==> src/rtl/race_controller_if.sv <==
`default_nettype none
// ============================================================================
// Module  : race_controller_if
// Brief   : Player-side handshake and light/arbiter outputs of the race controller.
// Revision: 1.0
// ============================================================================
interface race_controller_if #(
  parameter int N_PLAYERS = 4
);
  localparam int PW = $clog2(N_PLAYERS);
  localparam int RW = $clog2(N_PLAYERS + 1);

  logic                 start;
  logic [N_PLAYERS-1:0] player_finish;
  logic [N_PLAYERS-1:0] player_out;
  logic                 enable;
  logic                 red;
  logic [2:0]           state;
  logic [7:0]           countdown;
  logic                 place_valid;
  logic [PW-1:0]        place_player;
  logic [RW-1:0]        place_rank;
  logic                 done;

  modport master (
    input  start, player_finish, player_out,
    output enable, red, state, countdown, place_valid, place_player, place_rank, done
  );

  modport slave (
    output start, player_finish, player_out,
    input  enable, red, state, countdown, place_valid, place_player, place_rank, done
  );
endinterface
`default_nettype wire

==> src/rtl/race_controller.sv <==
`default_nettype none
// ============================================================================
// Module  : race_controller
// Brief   : Click-race sequencer: red/green light, random green timing, finish arbiter.
// Revision: 1.0
// ============================================================================
module race_controller #(
  parameter int         N_PLAYERS       = 4,
  parameter int         COUNTDOWN       = 4,
  parameter int         GREEN_MIN       = 8,
  parameter int         GREEN_RAND_BITS = 3,
  parameter int         RED_CYCLES      = 6,
  parameter logic [7:0] LFSR_SEED       = 8'hA5
) (
  input  logic              clk,
  input  logic              rst,
  race_controller_if.master bus
);
  localparam int                   PW             = $clog2(N_PLAYERS);
  localparam int                   RW             = $clog2(N_PLAYERS + 1);
  localparam logic [7:0]           RAND_MASK      = 8'((1 << GREEN_RAND_BITS) - 1);
  localparam logic [7:0]           COUNTDOWN_LOAD = 8'(COUNTDOWN - 1);
  localparam logic [7:0]           GREEN_BASE     = 8'(GREEN_MIN - 1);
  localparam logic [7:0]           RED_LOAD       = 8'(RED_CYCLES - 1);
  localparam logic [N_PLAYERS-1:0] ALL_PLAYERS    = '1;

  typedef enum logic [2:0] {
    S_IDLE      = 3'd0,
    S_COUNTDOWN = 3'd1,
    S_GREEN     = 3'd2,
    S_RED       = 3'd3,
    S_DONE      = 3'd4
  } state_t;

  state_t               r_state, w_state_next;
  logic [7:0]           r_timer, w_timer_next;
  logic [7:0]           r_lfsr;
  logic [N_PLAYERS-1:0] r_finished, w_finished_next;
  logic [N_PLAYERS-1:0] r_out, w_out_next;
  logic [RW-1:0]        r_next_rank, w_next_rank_next;
  logic                 r_place_valid, w_place_valid_next;
  logic [PW-1:0]        r_place_player, w_place_player_next;
  logic [RW-1:0]        r_place_rank, w_place_rank_next;
  logic                 r_enable, r_red, r_done;

  logic                 w_lfsr_fb;
  logic [7:0]           w_green_load;
  logic                 w_playing;
  logic [N_PLAYERS-1:0] w_cand;
  logic [PW-1:0]        w_pick;

  // Taps 8,6,5,4 of the polynomial map to register bits 7,5,4,3.
  assign w_lfsr_fb    = r_lfsr[7] ^ r_lfsr[5] ^ r_lfsr[4] ^ r_lfsr[3];
  assign w_green_load = GREEN_BASE + (r_lfsr & RAND_MASK);
  assign w_playing    = (r_state == S_GREEN) || (r_state == S_RED);
  assign w_cand       = bus.player_finish & ~r_finished & ~r_out;

  // Descending scan so the lowest candidate index wins.
  always_comb begin : pick_lowest
    w_pick = '0;
    for (int i = N_PLAYERS - 1; i >= 0; i--) begin
      if (w_cand[i]) w_pick = PW'(i);
    end
  end

  always_comb begin : next_state
    w_state_next        = r_state;
    w_timer_next        = r_timer;
    w_finished_next     = r_finished;
    w_out_next          = r_out;
    w_next_rank_next    = r_next_rank;
    w_place_valid_next  = 1'b0;
    w_place_player_next = r_place_player;
    w_place_rank_next   = r_place_rank;

    case (r_state)
      S_IDLE, S_DONE: begin
        if (bus.start) begin
          w_state_next     = S_COUNTDOWN;
          w_timer_next     = COUNTDOWN_LOAD;
          w_finished_next  = '0;
          w_out_next       = '0;
          w_next_rank_next = RW'(1);
        end
      end
      S_COUNTDOWN: begin
        if (r_timer == 8'd0) begin
          w_state_next = S_GREEN;
          w_timer_next = w_green_load;
        end else begin
          w_timer_next = r_timer - 8'd1;
        end
      end
      S_GREEN: begin
        if (r_timer == 8'd0) begin
          w_state_next = S_RED;
          w_timer_next = RED_LOAD;
        end else begin
          w_timer_next = r_timer - 8'd1;
        end
      end
      S_RED: begin
        if (r_timer == 8'd0) begin
          w_state_next = S_GREEN;
          w_timer_next = w_green_load;
        end else begin
          w_timer_next = r_timer - 8'd1;
        end
      end
      default: begin
        w_state_next = S_IDLE;
        w_timer_next = 8'd0;
      end
    endcase

    if (w_playing) begin
      w_out_next = r_out | (bus.player_out & ~r_finished);
      if (|w_cand) begin
        w_place_valid_next      = 1'b1;
        w_place_player_next     = w_pick;
        w_place_rank_next       = r_next_rank;
        w_finished_next[w_pick] = 1'b1;
        w_next_rank_next        = r_next_rank + RW'(1);
      end
      // Game end takes priority over the phase timer.
      if ((w_finished_next | w_out_next) == ALL_PLAYERS) begin
        w_state_next = S_DONE;
        w_timer_next = 8'd0;
      end
    end
  end

  always_ff @(posedge clk or posedge rst) begin : regs
    if (rst) begin
      r_state        <= S_IDLE;
      r_timer        <= 8'd0;
      r_lfsr         <= LFSR_SEED;
      r_finished     <= '0;
      r_out          <= '0;
      r_next_rank    <= RW'(1);
      r_place_valid  <= 1'b0;
      r_place_player <= '0;
      r_place_rank   <= '0;
      r_enable       <= 1'b0;
      r_red          <= 1'b1;
      r_done         <= 1'b0;
    end else begin
      r_state        <= w_state_next;
      r_timer        <= w_timer_next;
      r_lfsr         <= {r_lfsr[6:0], w_lfsr_fb};
      r_finished     <= w_finished_next;
      r_out          <= w_out_next;
      r_next_rank    <= w_next_rank_next;
      r_place_valid  <= w_place_valid_next;
      r_place_player <= w_place_player_next;
      r_place_rank   <= w_place_rank_next;
      r_enable       <= (w_state_next == S_GREEN) || (w_state_next == S_RED);
      r_red          <= (w_state_next != S_GREEN);
      r_done         <= (w_state_next == S_DONE);
    end
  end

  assign bus.state        = r_state;
  assign bus.countdown    = r_timer;
  assign bus.enable       = r_enable;
  assign bus.red          = r_red;
  assign bus.done         = r_done;
  assign bus.place_valid  = r_place_valid;
  assign bus.place_player = r_place_player;
  assign bus.place_rank   = r_place_rank;
endmodule
`default_nettype wire

==> src/flat_wrapper.sv <==
// flat-port wrapper written by rule: the top's interface ports become plain ports
module race_controller_flat 
#(
  parameter int         N_PLAYERS       = 4,
  parameter int         COUNTDOWN       = 4,
  parameter int         GREEN_MIN       = 8,
  parameter int         GREEN_RAND_BITS = 3,
  parameter int         RED_CYCLES      = 6,
  parameter logic [7:0] LFSR_SEED       = 8'hA5
)
  (clk, rst, bus_start, bus_player_finish, bus_player_out, bus_enable, bus_red, bus_state, bus_countdown, bus_place_valid, bus_place_player, bus_place_rank, bus_done);
  race_controller_if #(.N_PLAYERS(N_PLAYERS)) bus_i ();
  input  logic clk;
  input  logic rst;
  input wire logic [$bits(bus_i.start)-1:0] bus_start;
  input wire logic [$bits(bus_i.player_finish)-1:0] bus_player_finish;
  input wire logic [$bits(bus_i.player_out)-1:0] bus_player_out;
  output wire logic [$bits(bus_i.enable)-1:0] bus_enable;
  output wire logic [$bits(bus_i.red)-1:0] bus_red;
  output wire logic [$bits(bus_i.state)-1:0] bus_state;
  output wire logic [$bits(bus_i.countdown)-1:0] bus_countdown;
  output wire logic [$bits(bus_i.place_valid)-1:0] bus_place_valid;
  output wire logic [$bits(bus_i.place_player)-1:0] bus_place_player;
  output wire logic [$bits(bus_i.place_rank)-1:0] bus_place_rank;
  output wire logic [$bits(bus_i.done)-1:0] bus_done;
  assign bus_i.start = bus_start;
  assign bus_i.player_finish = bus_player_finish;
  assign bus_i.player_out = bus_player_out;
  assign bus_enable = bus_i.enable;
  assign bus_red = bus_i.red;
  assign bus_state = bus_i.state;
  assign bus_countdown = bus_i.countdown;
  assign bus_place_valid = bus_i.place_valid;
  assign bus_place_player = bus_i.place_player;
  assign bus_place_rank = bus_i.place_rank;
  assign bus_done = bus_i.done;
  race_controller #(.N_PLAYERS(N_PLAYERS), .COUNTDOWN(COUNTDOWN), .GREEN_MIN(GREEN_MIN), .GREEN_RAND_BITS(GREEN_RAND_BITS), .RED_CYCLES(RED_CYCLES), .LFSR_SEED(LFSR_SEED)) u_core (.clk(clk), .rst(rst), .bus(bus_i));
endmodule
==> config.mk <==
export PLATFORM = sky130hd
export DESIGN_NAME = race_controller_flat
export DESIGN_NICKNAME = d
export VERILOG_FILES = /design/src/rtl/race_controller_if.sv /design/src/rtl/race_controller.sv /design/src/flat_wrapper.sv
export SDC_FILE = /design/constraint.sdc
export NUM_CORES = 1
export LEC_CHECK = 0
export ABC_AREA = 1
export CORE_UTILIZATION = 30
export DETAILED_ROUTE_END_ITERATION = 10
export SLEW_MARGIN = 20
export SYNTH_ARGS = -nofsm -noshare
export SYNTH_HDL_FRONTEND = slang
export SYNTH_SLANG_ARGS = --single-unit
==> constraint.sdc <==
create_clock -name clk -period 1.9 [get_ports clk]
set_input_delay 0.475 -clock clk [delete_from_list [all_inputs] [get_ports clk]]
set_output_delay 0.475 -clock clk [all_outputs]
set_load 0.005 [all_outputs]
==> results of run 1 <==
## layout by cell type (no fill, tap or decap), types with 4 or more instances in the layout
cell type	instances
nand2_1	60
dfrtp_1	33
inv_1	30
clkdlybuf4s50_1	30
nor2_1	28
nor2_2	14
a21oi_1	12
o21ai_0	11
nand3_1	8
clkbuf_8	6
dfstp_2	6
inv_2	5
nand2_2	4
ha_1	4
## how the worst max path moves through the flow
stage / start / end / cells after the start
2_1_floorplan: u_core.bus.countdown[0] / u_core.bus.countdown[1] / 7
3_3_place_gp: bus_player_finish[3] / u_core.bus.countdown[1] / 10
3_5_place_dp: bus_player_finish[3] / u_core.bus.state[1] / 10
4_1_cts: u_core.bus.state[2] / bus_state[2] / 1
5_1_grt: u_core.bus.state[0] / bus_state[0] / 1
6_report: u_core.bus.state[2] / bus_state[2] / 1
## kinds of logic (layout without fill, tap and decap cells)
group	after synthesis	count (layout)	share of synthesized area
buffers and inverters	35	77	0.0663
AND/OR/NAND/NOR	128	128	0.308
XOR/XNOR	5	5	0.0221
AO/OA/AOI/OAI	30	30	0.0821
adder cells (fa/ha/maj)	4	4	0.0253
flip-flops	39	39	0.497
## power by group through the flow
stage,clock network (mW),registers [mW],logic [mW]
finish,0.699,1.36,2.06
global route,0.762,1.40,2.36
CTS,0.728,1.36,2.09
detailed placement,0,1.37,2.09
global placement,0,1.37,2.07
floorplan,0,1.35,1.37
## area by class of cell
cell class                      instances  area share
Clock buffer                            6      0.0325
Clock inverter                          2      0.0138
Inverter                               35      0.0518
Tap cell                               77      0.0380
Timing Repair Buffer                   34       0.135
Sequential cell                        39       0.388
Multi-Input combinational cell        167       0.341
## layer usage
layer / routed length (um) / vias up / global-route usage / share of wire
li1: - / 840 / - / -
met1: 1880 / 728 / 0.171 / 0.47
met2: 1900 / 29 / 0.209 / 0.48
met3: 144 / 5 / 0.0249 / 0.036
met4: 58 / 0 / 0.0470 / 0.015
met5: 0 / - / 0 / 0
## sequential cells by signal (all words and copies together), names as in the netlist, 2 cells and up
signal / flops
u_core.bus.place_player: 2
u_core.bus.countdown: 8
u_core.r_out: 4
u_core.bus.place_rank: 3
u_core.r_lfsr: 8
u_core.r_next_rank: 3
u_core.bus.state: 3
u_core.r_finished: 4
==> results by group, run 1 <==
Synth
  – Top-count cell post-synth: nand2_1
  – Post-synth EDFFs: 0
  – Syn Nets: 256
  – Synth top area share: 0.417
  – Area leader, netlist: dfrtp_1
  – Synth cell count leaders: nand2_1, dfrtp_1, inv_1
  – Synth Warn #: 0
  – Fraction of registers with async set/reset: 1.00
  – Count of cell types in the netlist: 25
  – Synth Cell Area: 1980 um^2
  – Mean Syn Cell Area: 8.22 um^2
  – Cells after Synth: 241
  – Synth top area cells: dfrtp_1, nand2_1, dfstp_2
  – Flops & latches, synth: 39
  – Main synth FF type: dfrtp_1
  – Sequential fraction of the synthesis area: 0.497

Floorplan
  – Die area: 6930 um^2
  – Die width: 83.3 um
  – Initial Utilization: 0.312
  – Die H: 83.3 um
  – Number of core rows: 29
  – Io pins: 31
  – Core box area: 6350 um^2

Drt
  – Post-DR wirelength/cell: 11.1 um
  – Vias per cell: 4.45
  – DRC viols: 0
  – Via count: 1602
  – 1st-pass router iterations: 4
  – Detailed-route wire length: 3980 um
  – DRT iter0 DRCs: 92
  – Final ANT Viol Nets: 0

STA
  – Worst Tran Pin Value: 314 ps
  – Number of setup violations in the final report: 0
  – Max_slew headroom: 0.790
  – Crit path setup slack, layout: 104 ps
  – Fin. max-slew vios: 0
  – Hold Violations, Final: 0
  – Setup TNS: 0 ps
  – Minimum clock period after layout: 1800 ps
  – Worst Skew: 5.23 ps
  – Fmax: 557 MHz
  – RSZ-0062 raised after global routing: false
  – Worst hold slack: 354 ps
  – Fin crit share: 0.945

Global route
  – Vias in the first global route: 1597
  – Gr ovfl total: 0
  – Largest net degree at the start of global routing: 40
  – Total track usage: 0.129
  – First-pass GRT wire length: 7240 um
  – Initial antenna violation count: 0

Power
  – Pint: 2.46 mW
  – Seq pwr share: 0.330
  – Total chip power: 4.12 mW
  – Lkg Pwr: 1.22 nW
  – Clock Power Share: 0.170
  – Net Switching: 1.66 mW
  – Combinational share of power: 0.501
  – Peak supply drop: 0.759 mV
  – PwrDens: 1620 nW/um^2
  – Switching Fraction: 0.402

Setup path
  – Worst setup EP type: output pin
  – CP delay by family, top: buffers and inverters
  – R2R setup slack: 290 ps
  – Worst path cell trace: clkdlybuf4s50_1
  – WP buf/inv: 1
  – CP required: 1420 ps
  – Slowest cell on the critical path: clkdlybuf4s50_1
  – Critical path arrival: 1320 ps
  – Reg-to-reg endpoint: u_core.bus.countdown[7]
  – Slowest cell delay on critical path: 550 ps
  – FF-to-FF path depth: 7
  – FF-to-FF Start: u_core.bus.countdown[0]
  – CP startpoint kind: flop
  – WS Path Type: flop to output pin
  – Max FO, Critical Path: 6

Clock tree
  – Htree depth: 2
  – CTS max path bufs: 2
  – Root Buffer: clkbuf_8
  – TritonCTS clock tree: done
  – Post-CTS setup buffers: 0
  – Worst-Skew Late Latency: 280 ps
  – Clk slew on worst S/H paths: 70 ps
  – Hold_buf cts: 0
  – Num CTS Buffers: 5
  – Sinks on Clock Net: 39
  – Post-cts gate resize count: 0

Layout
  – Filler cells: 632
  – Register area: 983 um^2
  – Antenna fix cells: 0
  – Final core occ: 0.400
  – P&R area growth vs syn: 28.1%
  – Post-layout net count: 297
  – Fin cells: 360
  – Share of cells above drive strength 1: 0.173
  – Design Area, Final: 2540 um^2
  – Multi-input gate area: 866 um^2

Place
  – RD Place Congestion: 0.818
  – Placed cell areas: 2420 um^2
  – DP Wirelength: 3100 um
  – PortBufs: 30
  – Placed Cells: 352
  – Place WS: -1.28 ps

Outcome
  – Status: complete, no violations

Min path
  – Hold Startpoint: u_core.r_lfsr[6]
  – Hold Path End: u_core.r_lfsr[7]
  – HP Class: flop to flop
  – Hold depth: 0

Run
  – Max-Cap Viols: 0
Power figures use the tool's default switching activity.
==> run 2, diff against run 1 <==
Settings changed: RECOVER_POWER set to 25.
==> run 2 against run 1 <==
  * Clock power is essentially flat
  * Critical path depth stayed put
  * Sequential cell count is the same
  * Count of clock-buffer cells in the layout stayed put
  * Routed wire length about the same
  * Die area unchanged
  * Via count shrank 0.12%
  * Critical endpoint unchanged
  * Largest power group unchanged
==> results by group, run 2 (synthesized netlist as in run 1, its figures left out) <==
Drt
  – Vias per cell: 4.44
  – Via count: 1600
  – DRT iter0 DRCs: 92
  – Post-DR wirelength/cell: 11.0 um
  – DRC viols: 0
  – 1st-pass router iterations: 4
  – Final ANT Viol Nets: 0
  – Detailed-route wire length: 3980 um

Power
  – Pint: 2.46 mW
  – Clock Power Share: 0.170
  – PwrDens: 1630 nW/um^2
  – Net Switching: 1.65 mW
  – Lkg Pwr: 1.22 nW
  – Total chip power: 4.11 mW
  – Switching Fraction: 0.402
  – Peak supply drop: 0.759 mV
  – Seq pwr share: 0.330
  – Combinational share of power: 0.500

Layout
  – Commonest non-fill, non-tap cell in the layout: nand2_1
  – Antenna fix cells: 0
  – Register area: 983 um^2
  – Multi-input gate area: 866 um^2
  – Post-layout net count: 297
  – Share of cells above drive strength 1: 0.163
  – Most frequent cells in the layout: nand2_1, dfrtp_1, inv_1
  – Filler cells: 634
  – Design Area, Final: 2520 um^2
  – P&R area growth vs syn: 27.4%

Clock tree
  – Sinks on Clock Net: 39
  – Worst-Skew Late Latency: 280 ps
  – Hold_buf cts: 0
  – Post-cts gate resize count: 0
  – Num CTS Buffers: 5
  – Post-CTS setup buffers: 0
  – Root Buffer: clkbuf_8
  – TritonCTS clock tree: done
  – CTS max path bufs: 2
  – Clk slew on worst S/H paths: 70 ps
  – Htree depth: 2

Setup path
  – WS Path Type: flop to output pin
  – CP startpoint kind: flop
  – Worst path cell trace: clkdlybuf4s50_1
  – Slowest cell on the critical path: clkdlybuf4s50_1
  – Worst setup EP type: output pin
  – WP buf/inv: 1
  – Max FO, Critical Path: 6
  – Slowest cell delay on critical path: 550 ps
  – Critical path arrival: 1320 ps
  – Critical Path Start: u_core.bus.state[2]
  – CP delay by family, top: buffers and inverters
  – CP required: 1420 ps
  – FF-to-FF Start: u_core.bus.countdown[0]

STA
  – Fmax: 557 MHz
  – Fin. max-slew vios: 0
  – Minimum clock period after layout: 1800 ps
  – Max_slew headroom: 0.370
  – Worst Skew: 5.41 ps
  – Hold Violations, Final: 0
  – Worst hold slack: 354 ps
  – Fin crit share: 0.945
  – Number of setup violations in the final report: 0
  – RSZ-0062 raised after global routing: false
  – Crit path setup slack, layout: 104 ps
  – Worst Tran Pin Value: 945 ps

Floorplan
  – Die width: 83.3 um
  – Number of core rows: 29
  – Die H: 83.3 um
  – Io pins: 31
  – Die area: 6930 um^2
  – Core box area: 6350 um^2
  – Initial Utilization: 0.312

Place
  – RD Place Congestion: 0.818
  – DP Wirelength: 3100 um
  – Placed cell areas: 2420 um^2
  – Place WS: -1.28 ps
  – PortBufs: 30

Run
  – Max-Cap Viols: 0

Global route
  – First-pass GRT wire length: 7240 um
  – Gr ovfl total: 0
  – Total track usage: 0.129
  – Initial antenna violation count: 0
  – Vias in the first global route: 1597
  – Largest net degree at the start of global routing: 40

Min path
  – HP Class: flop to flop
  – Hold Startpoint: u_core.r_lfsr[6]

Outcome
  – Status: complete, no violations
==> run 2: stage by stage <==
stage | setup TNS [ps] | std cells | util
after global routing | 0 | 360 | 0.397
after detailed placement | -1.28 | 352 | 0.381
after CTS | 0 | 360 | 0.400
final | 0 | 360 | 0.397
after global placement | 0 | 352 | 0.381
after floorplan | 0 | 241 | -
==> run 2: final timing paths <==
check | to | cells after the start | slack, ps
max reg2reg | u_core.bus.countdown[7] | 7 | 290
min reg2reg | u_core.r_lfsr[7] | 0 | 350
max in group asynchronous | u_core.bus.countdown[5] | 3 | 390
min in group asynchronous | u_core.r_lfsr[6] | 3 | 930
min | u_core.r_lfsr[7] | 0 | 350
max | bus_state[2] | 1 | 100
==> run 2: area by class of cell <==
| type | instances | area share |
|---|---|---|
| clock buffers | 6 | 0.0327 |
| clock inverters | 2 | 0.0139 |
| inverters | 35 | 0.0521 |
| multi-input cells | 167 | 0.343 |
| flip-flops and latches | 39 | 0.390 |
| well taps | 77 | 0.0382 |
| repair buffers | 34 | 0.130 |
==> run 2: layer usage <==
metal  up-vias  share of wire  GRT usage
met2        27           0.48      0.209
met1       728           0.47      0.171
li1        840              -          -
met5         -              0          0
met3         5          0.036     0.0249
met4         0          0.015     0.0470
==> run 2: power by group through the flow <==
| stage | Sequential [mW] | Combinational [mW] | Clock [mW] |
|---|---|---|---|
| finish | 1.36 | 2.06 | 0.699 |
| global route | 1.40 | 2.36 | 0.762 |
| CTS | 1.36 | 2.09 | 0.728 |
| detailed placement | 1.37 | 2.09 | 0 |
| global placement | 1.37 | 2.07 | 0 |
| floorplan | 1.35 | 1.37 | 0 |
==> run 3, diff against run 2 <==
Settings changed: ABC_CLOCK_PERIOD_IN_PS set to 1900, TNS_END_PERCENT set to 100.
==> results of run 3 <==
The final DEF is identical to that of run 2; final timing and power are the same.
